$ cat config.mk
export PLATFORM = sky130hd
export DESIGN_NAME = uart_rx_ext_flat
export DESIGN_NICKNAME = d
export VERILOG_FILES = /design/src/rtl/uart_rx_ext_if.sv /design/src/rtl/uart_rx_ext.sv /design/src/flat_wrapper.sv
export SDC_FILE = /design/constraint.sdc
export NUM_CORES = 1
export LEC_CHECK = 0
export BUFFER_PORTS_ARGS = -buffer_cell sky130_fd_sc_hd__buf_2
export CAP_MARGIN = 25
export CORE_ASPECT_RATIO = 1.1
export CORE_MARGIN = 4
export CORE_UTILIZATION = 54
export CTS_CLUSTER_DIAMETER = 30
export CTS_CLUSTER_SIZE = 16
export DETAILED_ROUTE_END_ITERATION = 16
export PLACE_DENSITY = 0.87
export SLEW_MARGIN = 0
export SYNTH_ARGS = -nofsm -noshare
export SYNTH_HDL_FRONTEND = slang
export SYNTH_SLANG_ARGS = --single-unit
$ cat constraint.sdc
create_clock -name clk -period 2.3 [get_ports clk]
set_clock_uncertainty 0.1 [all_clocks]
set_input_delay 0.115 -clock clk [delete_from_list [all_inputs] [get_ports clk]]
set_output_delay 0.115 -clock clk [all_outputs]
set_load 0.005 [all_outputs]
$ cat src/rtl/uart_rx_ext_if.sv
// Receive-side output bundle of uart_rx_ext: received word, qualifying
// flags and status pulses toward the RX FIFO / register block.
interface uart_rx_ext_if #(
  parameter int MAX_DATA_BITS = 9
) ();
  logic [MAX_DATA_BITS-1:0] data_out;
  logic                     data_valid;
  logic                     parity_err;
  logic                     frame_err;
  logic                     break_det;
  logic                     timeout;
  logic                     busy;

  modport master (
    output data_out, data_valid, parity_err, frame_err, break_det, timeout, busy
  );

  modport slave (
    input data_out, data_valid, parity_err, frame_err, break_det, timeout, busy
  );
endinterface

$ cat src/rtl/uart_rx_ext.sv
// Configurable UART receiver: 5..MAX_DATA_BITS data bits, none/even/odd
// parity, 1 or 2 stop bits, majority-of-3 bit decisions, false-start
// rejection, break detection and an idle-timeout pulse.
module uart_rx_ext #(
  parameter int MAX_DATA_BITS = 9,
  parameter int OVERSAMPLE    = 16,
  parameter int TIMEOUT_W     = 8
) (
  input  logic                 clk,
  input  logic                 rst_n,
  input  logic                 enable,
  input  logic                 os_tick,
  input  logic                 rx,
  input  logic [3:0]           cfg_data_bits,
  input  logic [1:0]           cfg_parity,
  input  logic                 cfg_stop2,
  input  logic [TIMEOUT_W-1:0] cfg_timeout,
  uart_rx_ext_if.master        bus
);

  localparam int TICK_W = $clog2(OVERSAMPLE);
  localparam int MID    = OVERSAMPLE / 2;

  localparam logic [TICK_W-1:0] T_S0   = TICK_W'(MID - 1);
  localparam logic [TICK_W-1:0] T_S1   = TICK_W'(MID);
  localparam logic [TICK_W-1:0] T_DEC  = TICK_W'(MID + 1);
  localparam logic [TICK_W-1:0] T_LAST = TICK_W'(OVERSAMPLE - 1);
  localparam logic [3:0]        MAXB   = 4'(MAX_DATA_BITS);

  localparam logic [2:0] S_IDLE     = 3'd0;
  localparam logic [2:0] S_START    = 3'd1;
  localparam logic [2:0] S_DATA     = 3'd2;
  localparam logic [2:0] S_PARITY   = 3'd3;
  localparam logic [2:0] S_STOP1    = 3'd4;
  localparam logic [2:0] S_STOP2    = 3'd5;
  localparam logic [2:0] S_BRK_WAIT = 3'd6;

  logic                     rx_meta, rxs, rxs_prev;
  logic [2:0]               state;
  logic [TICK_W-1:0]        tick_cnt;
  logic [3:0]               bit_cnt;
  logic [3:0]               f_bits;
  logic [1:0]               f_par;
  logic                     f_stop2;
  logic [MAX_DATA_BITS-1:0] shreg;
  logic                     par_acc, any_one;
  logic                     s_a, s_b;
  logic                     perr_p, ferr_p;
  logic [MAX_DATA_BITS-1:0] data_out_r;
  logic                     dv_r, perr_r, ferr_r, brk_r, to_r;
  logic                     armed;
  logic [TICK_W-1:0]        to_tick;
  logic [TIMEOUT_W-1:0]     to_bits;

  logic       maj, start_edge, tick_last, at_dec, par_on;
  logic [3:0] bits_clamp;

  assign maj        = (s_a & s_b) | (s_a & rxs) | (s_b & rxs);
  assign start_edge = rxs_prev & ~rxs;
  assign tick_last  = (tick_cnt == T_LAST);
  assign at_dec     = (tick_cnt == T_DEC);
  assign par_on     = (f_par == 2'b01) || (f_par == 2'b10);

  // Clamp the requested data width into the supported range.
  always_comb begin
    bits_clamp = cfg_data_bits;
    if (cfg_data_bits < 4'd5)
      bits_clamp = 4'd5;
    else if (cfg_data_bits > MAXB)
      bits_clamp = MAXB;
  end

  // Two-flop synchroniser plus a delayed copy for falling-edge detection.
  always_ff @(posedge clk or negedge rst_n) begin
    if (!rst_n) begin
      rx_meta  <= 1'b1;
      rxs      <= 1'b1;
      rxs_prev <= 1'b1;
    end else begin
      rx_meta  <= rx;
      rxs      <= rx_meta;
      rxs_prev <= rxs;
    end
  end

  // Frame FSM: bit timing, majority sampling, shifting and end-of-frame pulses.
  always_ff @(posedge clk or negedge rst_n) begin
    if (!rst_n) begin
      state      <= S_IDLE;
      tick_cnt   <= '0;
      bit_cnt    <= '0;
      f_bits     <= 4'd8;
      f_par      <= '0;
      f_stop2    <= 1'b0;
      shreg      <= '0;
      par_acc    <= 1'b0;
      any_one    <= 1'b0;
      s_a        <= 1'b0;
      s_b        <= 1'b0;
      perr_p     <= 1'b0;
      ferr_p     <= 1'b0;
      data_out_r <= '0;
      dv_r       <= 1'b0;
      perr_r     <= 1'b0;
      ferr_r     <= 1'b0;
      brk_r      <= 1'b0;
    end else begin
      dv_r  <= 1'b0;
      brk_r <= 1'b0;
      if (!enable) begin
        state    <= S_IDLE;
        tick_cnt <= '0;
        bit_cnt  <= '0;
      end else begin
        case (state)
          S_IDLE: begin
            // A tick coinciding with the edge is deliberately not counted.
            if (start_edge) begin
              state    <= S_START;
              tick_cnt <= '0;
              bit_cnt  <= '0;
              f_bits   <= bits_clamp;
              f_par    <= cfg_parity;
              f_stop2  <= cfg_stop2;
              shreg    <= '0;
              par_acc  <= 1'b0;
              any_one  <= 1'b0;
              perr_p   <= 1'b0;
              ferr_p   <= 1'b0;
            end
          end
          S_BRK_WAIT: begin
            if (rxs)
              state <= S_IDLE;
          end
          default: begin
            if (os_tick) begin
              tick_cnt <= tick_last ? '0 : tick_cnt + 1'b1;
              if (tick_cnt == T_S0) s_a <= rxs;
              if (tick_cnt == T_S1) s_b <= rxs;
              // End-of-bit transitions come first so that a decision landing
              // on the same tick (small OVERSAMPLE) can override them.
              case (state)
                S_START: begin
                  if (tick_last) state <= S_DATA;
                  if (at_dec && maj) begin
                    state    <= S_IDLE;
                    tick_cnt <= '0;
                  end
                end
                S_DATA: begin
                  if (at_dec) begin
                    shreg[bit_cnt] <= maj;
                    par_acc        <= par_acc ^ maj;
                    any_one        <= any_one | maj;
                  end
                  if (tick_last) begin
                    if (bit_cnt == f_bits - 4'd1) begin
                      bit_cnt <= '0;
                      state   <= par_on ? S_PARITY : S_STOP1;
                    end else begin
                      bit_cnt <= bit_cnt + 4'd1;
                    end
                  end
                end
                S_PARITY: begin
                  if (at_dec) begin
                    any_one <= any_one | maj;
                    if (f_par == 2'b01)
                      perr_p <= par_acc ^ maj;
                    else
                      perr_p <= ~(par_acc ^ maj);
                  end
                  if (tick_last) state <= S_STOP1;
                end
                S_STOP1: begin
                  if (tick_last) state <= S_STOP2;
                  if (at_dec) begin
                    if (!maj && !any_one) begin
                      brk_r    <= 1'b1;
                      state    <= S_BRK_WAIT;
                      tick_cnt <= '0;
                    end else if (f_stop2) begin
                      ferr_p <= ferr_p | ~maj;
                    end else begin
                      dv_r       <= 1'b1;
                      data_out_r <= shreg;
                      perr_r     <= perr_p;
                      ferr_r     <= ferr_p | ~maj;
                      state      <= S_IDLE;
                      tick_cnt   <= '0;
                    end
                  end
                end
                S_STOP2: begin
                  if (at_dec) begin
                    dv_r       <= 1'b1;
                    data_out_r <= shreg;
                    perr_r     <= perr_p;
                    ferr_r     <= ferr_p | ~maj;
                    state      <= S_IDLE;
                    tick_cnt   <= '0;
                  end
                end
                default: begin
                  state    <= S_IDLE;
                  tick_cnt <= '0;
                end
              endcase
            end
          end
        endcase
      end
    end
  end

  // Idle timeout: armed by each frame/break pulse, counts whole bit times in IDLE.
  always_ff @(posedge clk or negedge rst_n) begin
    if (!rst_n) begin
      armed   <= 1'b0;
      to_tick <= '0;
      to_bits <= '0;
      to_r    <= 1'b0;
    end else begin
      to_r <= 1'b0;
      if (!enable) begin
        armed   <= 1'b0;
        to_tick <= '0;
        to_bits <= '0;
      end else if (dv_r || brk_r) begin
        armed   <= 1'b1;
        to_tick <= '0;
        to_bits <= '0;
      end else if (state == S_IDLE && start_edge) begin
        to_tick <= '0;
        to_bits <= '0;
      end else if (armed && state == S_IDLE && os_tick) begin
        if (to_tick == T_LAST) begin
          to_tick <= '0;
          if (cfg_timeout != '0 && to_bits + 1'b1 == cfg_timeout) begin
            to_r    <= 1'b1;
            armed   <= 1'b0;
            to_bits <= '0;
          end else begin
            to_bits <= to_bits + 1'b1;
          end
        end else begin
          to_tick <= to_tick + 1'b1;
        end
      end
    end
  end

  assign bus.data_out   = data_out_r;
  assign bus.data_valid = dv_r;
  assign bus.parity_err = perr_r;
  assign bus.frame_err  = ferr_r;
  assign bus.break_det  = brk_r;
  assign bus.timeout    = to_r;
  assign bus.busy       = (state != S_IDLE);

endmodule

$ cat src/flat_wrapper.sv
// flat-port wrapper written by rule: the top's interface ports become plain ports
module uart_rx_ext_flat 
#(
  parameter int MAX_DATA_BITS = 9,
  parameter int OVERSAMPLE    = 16,
  parameter int TIMEOUT_W     = 8
)
  (clk, rst_n, enable, os_tick, rx, cfg_data_bits, cfg_parity, cfg_stop2, cfg_timeout, bus_data_out, bus_data_valid, bus_parity_err, bus_frame_err, bus_break_det, bus_timeout, bus_busy);
  uart_rx_ext_if #(.MAX_DATA_BITS(MAX_DATA_BITS)) bus_i ();
  input  logic clk;
  input  logic rst_n;
  input  logic enable;
  input  logic os_tick;
  input  logic rx;
  input  logic [3:0] cfg_data_bits;
  input  logic [1:0] cfg_parity;
  input  logic cfg_stop2;
  input  logic [TIMEOUT_W-1:0] cfg_timeout;
  output wire logic [$bits(bus_i.data_out)-1:0] bus_data_out;
  output wire logic [$bits(bus_i.data_valid)-1:0] bus_data_valid;
  output wire logic [$bits(bus_i.parity_err)-1:0] bus_parity_err;
  output wire logic [$bits(bus_i.frame_err)-1:0] bus_frame_err;
  output wire logic [$bits(bus_i.break_det)-1:0] bus_break_det;
  output wire logic [$bits(bus_i.timeout)-1:0] bus_timeout;
  output wire logic [$bits(bus_i.busy)-1:0] bus_busy;
  assign bus_data_out = bus_i.data_out;
  assign bus_data_valid = bus_i.data_valid;
  assign bus_parity_err = bus_i.parity_err;
  assign bus_frame_err = bus_i.frame_err;
  assign bus_break_det = bus_i.break_det;
  assign bus_timeout = bus_i.timeout;
  assign bus_busy = bus_i.busy;
  uart_rx_ext #(.MAX_DATA_BITS(MAX_DATA_BITS), .OVERSAMPLE(OVERSAMPLE), .TIMEOUT_W(TIMEOUT_W)) u_core (.clk(clk), .rst_n(rst_n), .enable(enable), .os_tick(os_tick), .rx(rx), .cfg_data_bits(cfg_data_bits), .cfg_parity(cfg_parity), .cfg_stop2(cfg_stop2), .cfg_timeout(cfg_timeout), .bus(bus_i));
endmodule
==> metrics.md, run 1 <==
| Metric | Value |
|---|---|
| Post-Syn Area | `3610 sq um` |
| Power Total | `3.47 mW` |
| Worst path top cell family by delay | `simple AND/OR/NAND/NOR gates` |
| Vias per inst | `6.03` |
| DR WL/cell | `15.8 um` |
| All-layer global routing usage | `21.6%` |
| CTS buffer count | `9` |
| Gpl congestion | `0.914` |
| Num rows | `30` |
| Critical path peak fanout | `7` |
| Fin nets | `467` |
| First-pass GRT wire length | `13800 um` |
| Via count | `3136` |
| Peak VDD IR | `583 uV` |
| Final period utilization | `96.0%` |
| CP max stage delay | `0.41 ns` |
| DP Worst Slack | `-0.0188 ns` |
| Final Hold Vio Count | `0` |
| Share of cells above drive strength 1 | `23.4%` |
| Initial DRC Count | `272` |
| Worst path cell trace | `buf_4, and4_2, nand2_1, o221ai_1, nand4_4, nor4_2, nor2_1` |
| Largest net degree at the start of global routing | `64` |
| Clock sink count | `63` |
| Leakage | `1.92 nW` |
| CP arrival | `2.33 ns` |
| Io pins | `35` |
| Worst skew pair latency | `0.34 ns` |
| Clock Root Buffer | `clkbuf_8` |
| TritonCTS clock tree | `yes` |
| Area grow syn2layout | `18.4%` |
| Grt total ovfl | `0` |
| Antenna violations before repair | `0` |
| Die Wd | `85.9 um` |
| Starting density of the core | `56.8%` |
| Max Slew Vio Count | `0` |
| Ys flop type | `dfrtp_1` |
| Max-cap violations | `0` |
| WS Path Type | `reg -> reg` |
| Hpwl dp | `5800 um` |
| FMAX | `453 MHz` |
| H-Tree Depth | `3` |
| Number of synthesized flops with an enable pin | `0` |
| Max stage delay cell, worst path | `dfrtp_1` |
| RR Endpoint | `u_core.armed` |
| Register area | `1580 sq um` |
| Cells after Synth | `381` |
| Die Span Y | `93.7 um` |
| Ys Warns | `0` |
| Routed WL | `8220 um` |
| R2r setup slk | `0.09 ns` |
| Critical Path End Type | `register` |
| CORE AREA | `6340 sq um` |
| Clk slew on worst S/H paths | `0.07 ns` |
| Run status | `finished, final reports clean` |
| Hold depth | `5` |
| Hold endpoint | `u_core.f_bits[1]` |
| Die area | `8050 sq um` |
| Yosys reg bits | `63` |
| Final setup viols | `0` |
| Final ANT Viol Nets | `0` |
| HP Start | `cfg_data_bits[1]` |
| RR Startpoint | `u_core.to_bits[0]` |
| Setup Fix Bufs, Post-CTS | `0` |
| Clock period minus worst slack | `2.21 ns` |
| Post-synthesis cell type count | `60` |
| IO Port Bufs | `34` |
| Register area share after synthesis | `43.9%` |
| Fin worst setup slack | `0.0927 ns` |
| Startpoint Class | `register` |
| Min-delay worst type | `in -> reg` |
| Worst EP required | `2.43 ns` |
| Syn Nets | `412` |
| Combined area of the multi-input logic cells | `1920 sq um` |
| Buffer and inverter count on the worst path | `1` |
| Vias in the first global route | `3063` |
| Setup crit start | `u_core.to_bits[0]` |
| Longest Clk Path Bufs | `2` |
| R2R cell count | `7` |
| Slew margin rel. | `48.6%` |
| Ys async rst share | `100%` |
| Post-Syn Area per Cell | `9.46 sq um` |
| Fill cells | `478` |
| Slew @ Worst Pin | `0.772 ns` |
| Area after DPL | `3890 sq um` |
| Remaining DRCs | `0` |
| Setup TNS | `0 ns` |
| Pwr Density | `813 nW/um^2` |
| Finished Cell Area | `4270 sq um` |
| DRT Pass-1 Iters | `5` |
| Diode count | `0` |
metrics by stage:
stage                     util [%]  instances  hold slack, ns
after floorplan                  -        381          -0.281
after global placement        61.4        497           0.123
after detailed placement      61.4        497           0.133
after CTS                     66.3        519          0.0341
after global routing          67.3        520          0.0668
final                         67.3        520          0.0467
worst register-to-register path, delay by kind of cell (launching register included):
kind	cells	cell delay (ns)
compound gates	1	0.39
simple gates	5	1.02
buf+inv	1	0.17
flops	1	0.41
power breakdown:
group / switching [mW] / internal (mW) / leakage, nW
combinational: 0.592 / 0.438 / 0.944
sequential: 0.113 / 1.21 / 0.853
clock: 0.422 / 0.691 / 0.118
how the worst max path moves through the flow:
stage                                    to  slack (ns)  cells past startpoint
final                          u_core.armed        0.09                      7
after CTS                 u_core.to_bits[0]        0.02                      5
after detailed placement  u_core.to_bits[3]       -0.02                      7
after floorplan                u_core.armed        0.15                      8
after global routing        u_core.shreg[7]       -0.02                      8
after global placement         u_core.armed        0.07                      7
final cells by class:
class	instances	area share, %
Clock buffer	12	3.87
Clock inverter	3	1.52
Multi-Input combinational cell	285	44.9
Timing Repair Buffer	58	8.62
Sequential cell	63	37.1
Inverter	19	1.67
Tap cell	80	2.35
logic make-up after synthesis:
kind of cell               after synthesis  share of synthesized area (%)
adders and majority gates               12                           4.09
and+or+nand+nor                        137                           20.2
DFF                                     63                           43.9
AOI/OAI and AO/OA                       97                           16.4
muxes                                   19                           5.86
buffers and inverters                   34                           5.00
xor gates and xnor gates                19                           4.61
cells in the mapped netlist (3+ instances only):
cell	instances	area, sq um
buf_6	3	33.8
o21ai_0	43	215
nand2_1	31	116
inv_1	18	67.6
nor3_1	5	25.0
nor2_1	34	128
dfrtp_1	59	1480
o22ai_1	5	31.3
dfstp_2	4	105
a31oi_1	4	25.0
nand3_1	19	95.1
nor4_1	3	18.8
mux2_2	17	191
nor2b_1	10	62.6
nand2b_1	3	18.8
o221ai_1	3	26.3
xor2_1	5	43.8
o41ai_1	3	26.3
clkbuf_1	6	22.5
nand4_1	9	56.3
ha_1	11	138
a21oi_1	20	100
xnor2_1	14	123
placed cells by master (no fill, tap or decap), drive strengths merged, types with 12 or more instances in the layout:
master  instances
nand3          20
buf            51
inv            18
nor2           34
mux2           17
xnor2          14
clkbuf         12
nand2          31
dfrtp          59
a21oi          20
o21ai          44
what timing repair did:
action / CTS / global route
endpoints found under the hold margin: 66 / 0
cloned: 0 / 1
endpoints found under the setup margin: 2 / 11
pin swaps: 0 / 1
hold buffers: 7 / 0
gates resized for setup: 1 / 8
registers in the layout, indices dropped and copies added (netlist names), 2 cells and up:
name,count
u_core.bit_cnt,4
u_core.f_bits,4
u_core.f_par,2
u_core.bus.data_out,9
u_core.state,3
u_core.to_bits,8
u_core.tick_cnt,4
u_core.to_tick,4
u_core.shreg,9
routing by layer:
metal	share of wire, %	vias to the layer above	track usage, %
met5	0	-	0
met4	2.2	0	10.7
met3	5.4	22	4.12
met2	52	110	36.6
met1	41	1518	25.9
li1	-	1486	-
Power figures use the tool's default switching activity.
==> run 2: changes to the inputs <==
Settings changed: CORE_UTILIZATION 54 to 35, PLACE_DENSITY 0.87 to 0.64.
==> run 2 against run 1 <==
Wire length is 0.63% lower; total power decreased by 6.4%; sequential share of layout area shrank 0.27 points; cell count is 8.7% higher; first-iteration DRC count shrank 23%; via count fell by 3.4%; combinational power about the same; critical path type unchanged.
==> metrics.md, run 2 (same netlist as run 1, synthesis figures left out) <==
| Metric | Value |
|---|---|
| CP arrival | `2.25 ns (was 2.33 ns)` |
| Max-cap violations | `0 (unchanged)` |
| Register area | `1580 sq um (unchanged)` |
| Final setup viols | `0 (unchanged)` |
| Critical Path End Type | `register (unchanged)` |
| Vias per inst | `5.36 (was 6.03)` |
| TritonCTS clock tree | `yes (unchanged)` |
| Peak VDD IR | `560 uV (was 583 uV)` |
| Remaining DRCs | `0 (unchanged)` |
| Worst skew pair latency | `0.34 ns (about the same)` |
| Slew @ Worst Pin | `0.677 ns (was 0.772 ns)` |
| Largest net degree at the start of global routing | `38 (was 64)` |
| Startpoint Class | `register (unchanged)` |
| All-layer global routing usage | `14.8% (was 21.6%)` |
| Gpl congestion | `0.892 (was 0.914)` |
| Max Slew Vio Count | `0 (unchanged)` |
| Gr busiest metal | `met2 (unchanged)` |
| Longest Clk Path Bufs | `2 (unchanged)` |
| Vias in the first global route | `3069 (was 3063)` |
| IO Port Bufs | `34 (unchanged)` |
| DR WL/cell | `14.5 um (was 15.8 um)` |
| Final period utilization | `92.4% (was 96.0%)` |
| Die area | `12000 sq um (was 8050 sq um)` |
| Pwr Density | `755 nW/um^2 (was 813 nW/um^2)` |
| CTS buffer count | `9 (unchanged)` |
| DRT Pass-1 Iters | `4 (was 5)` |
| Cell Count Post-Placement | `540 (was 497)` |
| DP Worst Slack | `0.0479 ns (was -0.0188 ns)` |
| Fin worst setup slack | `0.174 ns (was 0.0927 ns)` |
| Routing usage on met2 | `24.4% (was 36.6%)` |
| Setup TNS | `0 ns (unchanged)` |
| Commonest non-fill, non-tap cell in the layout | `dfrtp_1 (unchanged)` |
| Critical path peak fanout | `6 (was 7)` |
| Min-delay worst type | `in -> reg (unchanged)` |
| Leakage | `1.90 nW (was 1.92 nW)` |
| Share of cells above drive strength 1 | `24.5% (was 23.4%)` |
| Clock sink count | `63 (unchanged)` |
| Clk slew on worst S/H paths | `0.07 ns (about the same)` |
| Hpwl dp | `5950 um (was 5800 um)` |
| First-pass GRT wire length | `14400 um (was 13800 um)` |
| Initial DRC Count | `209 (was 272)` |
| Combined area of the multi-input logic cells | `1900 sq um (was 1920 sq um)` |
| Global Route met3 Usage | `3.89% (was 4.12%)` |
| Final ANT Viol Nets | `0 (unchanged)` |
| Clock Root Buffer | `clkbuf_8 (unchanged)` |
| Num rows | `38 (was 30)` |
| Fill cells | `994 (was 478)` |
| Run status | `finished, final reports clean (unchanged)` |
| Final Non-Filler Cells | `565 (was 520)` |
| Antenna violations before repair | `0 (unchanged)` |
| Die Span Y | `114 um (was 93.7 um)` |
| Slew margin rel. | `54.4% (was 48.6%)` |
| CORE AREA | `9980 sq um (was 6340 sq um)` |
| Via count | `3029 (was 3136)` |
| Clock period minus worst slack | `2.13 ns (was 2.21 ns)` |
| H-Tree Depth | `3 (unchanged)` |
| Worst EP required | `2.42 ns (was 2.43 ns)` |
| Area grow syn2layout | `19.2% (was 18.4%)` |
| Final Hold Vio Count | `0 (unchanged)` |
| Io pins | `35 (unchanged)` |
| Diode count | `0 (unchanged)` |
| Routed WL | `8170 um (was 8220 um)` |
| Met1 GRT Util | `18.6% (was 25.9%)` |
| Fin nets | `471 (was 467)` |
| WS Path Type | `reg -> reg (unchanged)` |
| RSZ-0062 raised after global routing | `false` |
| Starting density of the core | `36.1% (was 56.8%)` |
| FMAX | `470 MHz (was 453 MHz)` |
| Die Wd | `105 um (was 85.9 um)` |
| Grt total ovfl | `0 (unchanged)` |
| Most frequent cells in the layout | `59 x dfrtp_1, 43 x o21ai_0, 34 x nor2_1, 34 x buf_2, 31 x nand2_1 (unchanged)` |
run 2: timing repair:
action / 4_1_cts / 5_1_grt
hold endpoints to repair: 31 / 0
gates resized for setup: 0 / 7
hold buffers: 7 / 0
buffers inserted: 0 / 1
endpoints found under the setup margin: 0 / 14
run 2: layer usage:
metal  vias to the layer above  wire length (um)
met5                         -                 0
met4                         0               165
met3                        18               403
met2                        72              3830
met1                      1443              3770
li1                       1496                 -
run 2: metrics by stage:
stage               hold slack, ns  power (mW)  util, %  area (sq um)
floorplan                   -0.281        2.00        -          3610
global placement            0.0696        2.34     39.9          3980
finish                      0.0424        3.25     43.1          4300
detailed placement          0.0777        2.35     39.9          3980
CTS                         0.0253        3.26     42.4          4230
global route                0.0555        3.51     43.1          4300
run 2: area by class of cell:
class | count | share of cell area [%]
clock buffer | 11 | 3.52
timing repair buffer | 62 | 9.55
multi-input combinational | 285 | 44.2
tap | 120 | 3.49
clock inverter | 5 | 0.757
sequential | 63 | 36.8
inverter | 19 | 1.66
run 2: final timing paths:
path	from	to	slack, ns	cells past startpoint
worst max-delay path	u_core.to_bits[1]	u_core.armed	0.17	7
worst min-delay path	cfg_data_bits[1]	u_core.f_bits[1]	0.04	5
worst max register to register	u_core.to_bits[1]	u_core.armed	0.17	7
worst min register to register	u_core.rx_meta	u_core.rxs	0.26	0
max in group asynchronous	rst_n	u_core.rxs_prev	1.18	3
min in group asynchronous	rst_n	u_core.tick_cnt[3]	0.23	2
run 2: power by group:
group / internal [mW] / total, mW / switching [mW] / leakage [nW]
Clock: 0.445 / 0.886 / 0.441 / 0.0873
Sequential: 1.21 / 1.31 / 0.0942 / 0.853
Combinational: 0.451 / 1.05 / 0.602 / 0.963
Total: 2.11 / 3.25 / 1.14 / 1.90
run 2: worst max-delay path: stages, from the launching register on:
cell and delay [ns]:
dfrtp_1 0.38, ha_2 0.25, nand3_4 0.08, a211o_1 0.31
a221oi_4 0.36, nand4_4 0.19, nor4_2 0.28, nor2_1 0.06
